===== config.mk =====
export PLATFORM = sky130hd
export DESIGN_NAME = hilo_ctrl
export DESIGN_NICKNAME = d
export VERILOG_FILES = /design/src/rtl/hilo_ctrl.sv
export SDC_FILE = /design/constraint.sdc
export NUM_CORES = 1
export LEC_CHECK = 0
export ABC_AREA = 1
export CAP_MARGIN = 20
export CORE_MARGIN = 4
export CORE_UTILIZATION = 53
export DETAILED_ROUTE_END_ITERATION = 10
export HOLD_SLACK_MARGIN = 0.08
export PLACE_DENSITY = 0.87
export SLEW_MARGIN = 20
export SYNTH_ARGS = -nofsm -noshare
export SYNTH_HDL_FRONTEND = slang
export SYNTH_SLANG_ARGS = --single-unit

===== constraint.sdc =====
create_clock -name clk -period 8.1 [get_ports clk]
set_input_delay 1.62 -clock clk [delete_from_list [all_inputs] [get_ports clk]]
set_output_delay 1.62 -clock clk [all_outputs]
set_load 0.05 [all_outputs]

===== src/rtl/hilo_ctrl.sv =====
// hilo_ctrl: operand latch, settle timer and HI/LO write-back for MULT/MULTU,
// plus MTHI/MTLO writes. The external multiplier is unsigned and combinational
// from mul_a/mul_b. Signed multiplies feed it magnitudes and then correct the
// sign on commit.
// Build option: define HILO_FWD_EN to forward MTHI/MTLO write data onto hi/lo
// combinationally in the request cycle.
//
// state | meaning
// ------+------------------------------------------------------------
// IDLE  | accepting requests; MTHI/MTLO write on the sampling edge
// WAIT  | multiply in flight; cnt counts down to the commit edge

module hilo_ctrl #(
    parameter int unsigned MUL_LAT = 2
) (
    input  logic        clk,
    input  logic        reset,
    input  logic        start,
    input  logic [1:0]  op,
    input  logic [31:0] rs_val,
    input  logic [31:0] rt_val,
    output logic [31:0] mul_a,
    output logic [31:0] mul_b,
    input  logic [31:0] prod_hi,
    input  logic [31:0] prod_lo,
    output logic [31:0] hi,
    output logic [31:0] lo,
    output logic        busy,
    output logic        done
);

    typedef enum logic {IDLE = 1'b0, WAIT = 1'b1} state_t;

    localparam logic [3:0] LAT = 4'(MUL_LAT);

    localparam logic [1:0] OP_MULTU = 2'b00;
    localparam logic [1:0] OP_MULT  = 2'b01;
    localparam logic [1:0] OP_MTHI  = 2'b10;
    localparam logic [1:0] OP_MTLO  = 2'b11;

    state_t      state, state_n;
    logic [3:0]  cnt, cnt_n;
    logic        neg, neg_n;
    logic [31:0] mul_a_q, mul_a_n;
    logic [31:0] mul_b_q, mul_b_n;
    logic [31:0] hi_q, hi_n;
    logic [31:0] lo_q, lo_n;
    logic        done_q, done_n;

    logic [31:0] a_mag, b_mag;
    logic [63:0] prod;
    logic [63:0] prod_fix;

    // Operand magnitudes and the sign-corrected product (full 64-bit negate).
    always_comb begin
        a_mag    = rs_val[31] ? (~rs_val + 32'd1) : rs_val;
        b_mag    = rt_val[31] ? (~rt_val + 32'd1) : rt_val;
        prod     = {prod_hi, prod_lo};
        prod_fix = neg ? (~prod + 64'd1) : prod;
    end

    // Next-state and next-register values for the sequencer.
    always_comb begin
        state_n = state;
        cnt_n   = cnt;
        neg_n   = neg;
        mul_a_n = mul_a_q;
        mul_b_n = mul_b_q;
        hi_n    = hi_q;
        lo_n    = lo_q;
        done_n  = 1'b0;
        case (state)
            IDLE: begin
                if (start) begin
                    case (op)
                        OP_MULTU: begin
                            mul_a_n = rs_val;
                            mul_b_n = rt_val;
                            neg_n   = 1'b0;
                            cnt_n   = LAT;
                            state_n = WAIT;
                        end
                        OP_MULT: begin
                            mul_a_n = a_mag;
                            mul_b_n = b_mag;
                            neg_n   = rs_val[31] ^ rt_val[31];
                            cnt_n   = LAT;
                            state_n = WAIT;
                        end
                        OP_MTHI: hi_n = rs_val;
                        OP_MTLO: lo_n = rs_val;
                        default: ;
                    endcase
                end
            end
            WAIT: begin
                cnt_n = cnt - 4'd1;
                if (cnt == 4'd1) begin
                    {hi_n, lo_n} = prod_fix;
                    done_n       = 1'b1;
                    state_n      = IDLE;
                end
            end
            default: state_n = IDLE;
        endcase
    end

    // State and datapath registers; reset discards any in-flight multiply.
    always_ff @(posedge clk or posedge reset) begin
        if (reset) begin
            state   <= IDLE;
            cnt     <= 4'd0;
            neg     <= 1'b0;
            mul_a_q <= 32'd0;
            mul_b_q <= 32'd0;
            hi_q    <= 32'd0;
            lo_q    <= 32'd0;
            done_q  <= 1'b0;
        end else begin
            state   <= state_n;
            cnt     <= cnt_n;
            neg     <= neg_n;
            mul_a_q <= mul_a_n;
            mul_b_q <= mul_b_n;
            hi_q    <= hi_n;
            lo_q    <= lo_n;
            done_q  <= done_n;
        end
    end

    assign mul_a = mul_a_q;
    assign mul_b = mul_b_q;
    assign busy  = (state == WAIT);
    assign done  = done_q;

`ifdef HILO_FWD_EN
    assign hi = (state == IDLE && start && op == OP_MTHI) ? rs_val : hi_q;
    assign lo = (state == IDLE && start && op == OP_MTLO) ? rs_val : lo_q;
`else
    assign hi = hi_q;
    assign lo = lo_q;
`endif

endmodule


==> impl_metrics.ini <==
[timing]
fin_skew_ns = 0.01539
fmaxAchievable_ghz = 0.2421
setup-tns-final_ns = 0
fin_crit_ns = 4.130
worst_pin_slew_ns = 1.091
setup_violations = 0
relSlewSlack_pct = 27.19
post-route-period-util_pct = 50.98
hold_violations = 0
timing.final.max_slew_violations = 0
rsz0062_at_grt = false

[worst_setup_path]
end_kind = flop
cpPeakStageDelay_ns = 0.93
r2r-start = busy$_DFF_PP0_
cp_data_required_time_ns = 8.41
cpMostUsedCell = a21oi_1
r2r_slack_ns = 4.43
startpoint_type = input port
cp_data_arrival_time_ns = 4.44
reg2reg_to = hi[0]$_DFFE_PP0P_
crit_path_top_delay_cell = clkinv_1
worstPathMaxFanout = 33
reg2reg_depth = 7
path_cells = clkdlybuf4s50_1 -> inv_1 -> nor2_1 -> nand3_1 -> nand2_1 -> buf_4 -> clkinv_1 -> a21oi_1 -> a21oi_1
worstSetupPathType = in -> reg

[synthesis]
dominantRegCellSynth = dfrtp_1
ys_top_cells_by_area = dfrtp_1 35%, nand2_1 15%, nor2_1 11%, nand3_1 7.9%, inv_1 5.5%
syn_area_um2 = 9614
synth_top_area_share_pct = 35.14
ys_async_sr_fraction_pct = 100.0
syn_nets = 1627
yosysWarnings = 0
syn_avg_cell_area_um2 = 6.457
synth_top_cell_by_area = dfrtp_1
synthCells = 1489
ys_ff_latch = 135
synthDistinctLibCells = 41
synth_edf_count = 0
ys_seq_area_share_pct = 35.14

[power]
ir_worst_vdd_mv = 0.3100
power_frac_comb_pct = 61.8
power.switching_w = 0.002727
seq_power_share_pct = 23.5
pwr-share-clk_pct = 14.7
p_leak_nw = 6.050
intPower_w = 0.002433
switching_share_pct = 52.85
p_per_area_nw_per_um2 = 401.0
p_total_w = 0.005159

[clock_network]
cts_buffers = 17
cts.clk_slew.worst_paths_ns = 0.07
clk_latency_ns = 0.43
cts_tree = yes
cts_root_buffer = clkbuf_16
post_cts_buffers = 0
cts_sinks = 135
hold_buffers = 0
ctsResizeCount = 0
htree_num_levels = 4
clk_path_buf_depth = 2

[floorplan]
row_count = 48
die-area_um2 = 20360
die_w_um = 142.7
start_util_pct = 54.82
fp.coreArea_um2 = 17540
io_pins = 263
floorplan.die.height_um = 142.7

[worst_hold_path]
hold_start = mul_b[23]$_DFFE_PP0P_
hp-class = reg -> reg
hold-path-endpoint = mul_b[23]$_DFFE_PP0P_
whs_path_depth = 2

[routing]
drt_pre_antenna_iters = 6
via_count = 11100
via_per_inst = 5.659
wl_per_cell_um = 18.59
wirelength_um = 36470
dr.first_iter.drc_count = 1062
drc = 0
antenna_left = 0

[cells_and_area]
layout.nets = 1862
layout_common_cells = 389 x nand2_1, 288 x nor2_1, 262 x clkdlybuf4s50_1
drive_gt1_share_pct = 6.160
final_area_um2 = 12870
layout_commonest_cell = nand2_1
areaGrowthSynthToFinish_pct = 33.84
antenna_cells = 0
final_util_pct = 73.37
instances_no_fill = 1962
nFillCells = 1446

[grt]
grt_pass1_wl_um = 57000
antenna_found_initial = 0
grt_pass1_vias = 10920
overflow = 0
grt_max_degree = 94
grt_usage_pct = 35.95

[placement]
place_inst = 1930
gp_congestion = 1.039
dpl_cell_area_um2 = 12300
port_buffers = 262
dp_hpwl_um = 28180

[flow_run]
maxCapViolCount = 0

[outcome]
status = complete, no violations
==> how the worst max path moves through the flow <==
stage | startpoint | endpoint | slack, ns | cells after the start
final | op[1] | hi[0]$_DFFE_PP0P_ | 3.97 | 9
after global routing | op[1] | hi[1]$_DFFE_PP0P_ | 3.75 | 9
after CTS | op[0] | mul_b[7]$_DFFE_PP0P_ | 4.27 | 9
after detailed placement | op[0] | mul_b[28]$_DFFE_PP0P_ | 3.83 | 12
after global placement | op[1] | mul_b[9]$_DFFE_PP0P_ | 3.95 | 8
after floorplan | reset | busy$_DFF_PP0_ | 2.87 | 1
==> cells in the mapped netlist (6+ instances only) <==
| cell type | count |
|---|---|
| nor3_1 | 8 |
| xor2_1 | 34 |
| or2_2 | 6 |
| clkbuf_1 | 18 |
| nand4_1 | 15 |
| inv_2 | 7 |
| nor2_4 | 6 |
| a31oi_1 | 12 |
| nand3b_1 | 15 |
| nor2_2 | 12 |
| o21ai_0 | 97 |
| nand2_1 | 389 |
| dfrtp_1 | 135 |
| a21oi_2 | 6 |
| nor2_1 | 288 |
| nand3_1 | 151 |
| nand2_2 | 12 |
| inv_1 | 140 |
| buf_4 | 8 |
| buf_2 | 20 |
| a21oi_1 | 67 |
==> power groups by stage <==
stage / registers (W) / logic (W) / clock network, W
detailed placement: 0.00121 / 0.00317 / 0
global placement: 0.00120 / 0.00311 / 0
floorplan: 0.00228 / 0.00100 / 0
global route: 0.00125 / 0.00340 / 0.000787
finish: 0.00121 / 0.00319 / 0.000758
CTS: 0.00121 / 0.00318 / 0.000758
==> flip-flops by register name, indices dropped and copies added (netlist names) <==
name	cells
done	1
lo	32
hi	32
neg	1
mul_b	32
cnt	4
busy	1
mul_a	32
==> stage by stage <==
step           setup slack, ns  hold WS, ns
6_report                 3.970       0.4781
2_1_floorplan            2.869       0.4896
3_3_place_gp             3.949       0.4623
3_5_place_dp             3.835       0.4663
4_1_cts                  4.270       0.4823
5_1_grt                  3.753       0.4969
==> logic make-up (layout without fill, tap and decap cells) <==
logic type / after synthesis / count (layout) / synth area share, %
fa+ha+maj: 5 / 5 / 0.6507
flops: 135 / 135 / 35.14
buf+inv: 199 / 447 / 8.576
simple gates: 914 / 914 / 40.72
compound gates: 201 / 201 / 11.73
xor+xnor: 35 / 35 / 3.189
==> critical path, delay by kind of cell <==
kind	cells	cell delay (ns)
AND/OR/NAND/NOR	3	0.29
buffers and inverters	4	1.96
AO/OA/AOI/OAI	2	0.54
==> layer usage <==
layer  routed length [um]  track usage, %  vias to the layer above  share of wire [%]
met3                 3567           8.205                      125                9.8
met5                    0               0                        -                  0
li1                     -               -                     5235                  -
met4                 1892           17.36                        0                5.2
met2                16860           58.85                      590                 46
met1                14150           45.01                     5152                 39
==> layout make-up <==
| class | count | area [um^2] | share of cell area (%) |
|---|---|---|---|
| Multi-Input combinational cell | 1155 | 5418 | 42.10 |
| Sequential cell | 135 | 3381 | 26.27 |
| Timing Repair Buffer | 268 | 2668 | 20.73 |
| Inverter | 147 | 556.8 | 4.327 |
| Clock buffer | 18 | 439.2 | 3.413 |
| Tap cell | 225 | 281.5 | 2.188 |
| Clock inverter | 14 | 123.9 | 0.9627 |
Note: power is estimated with default switching activity, not from simulation.
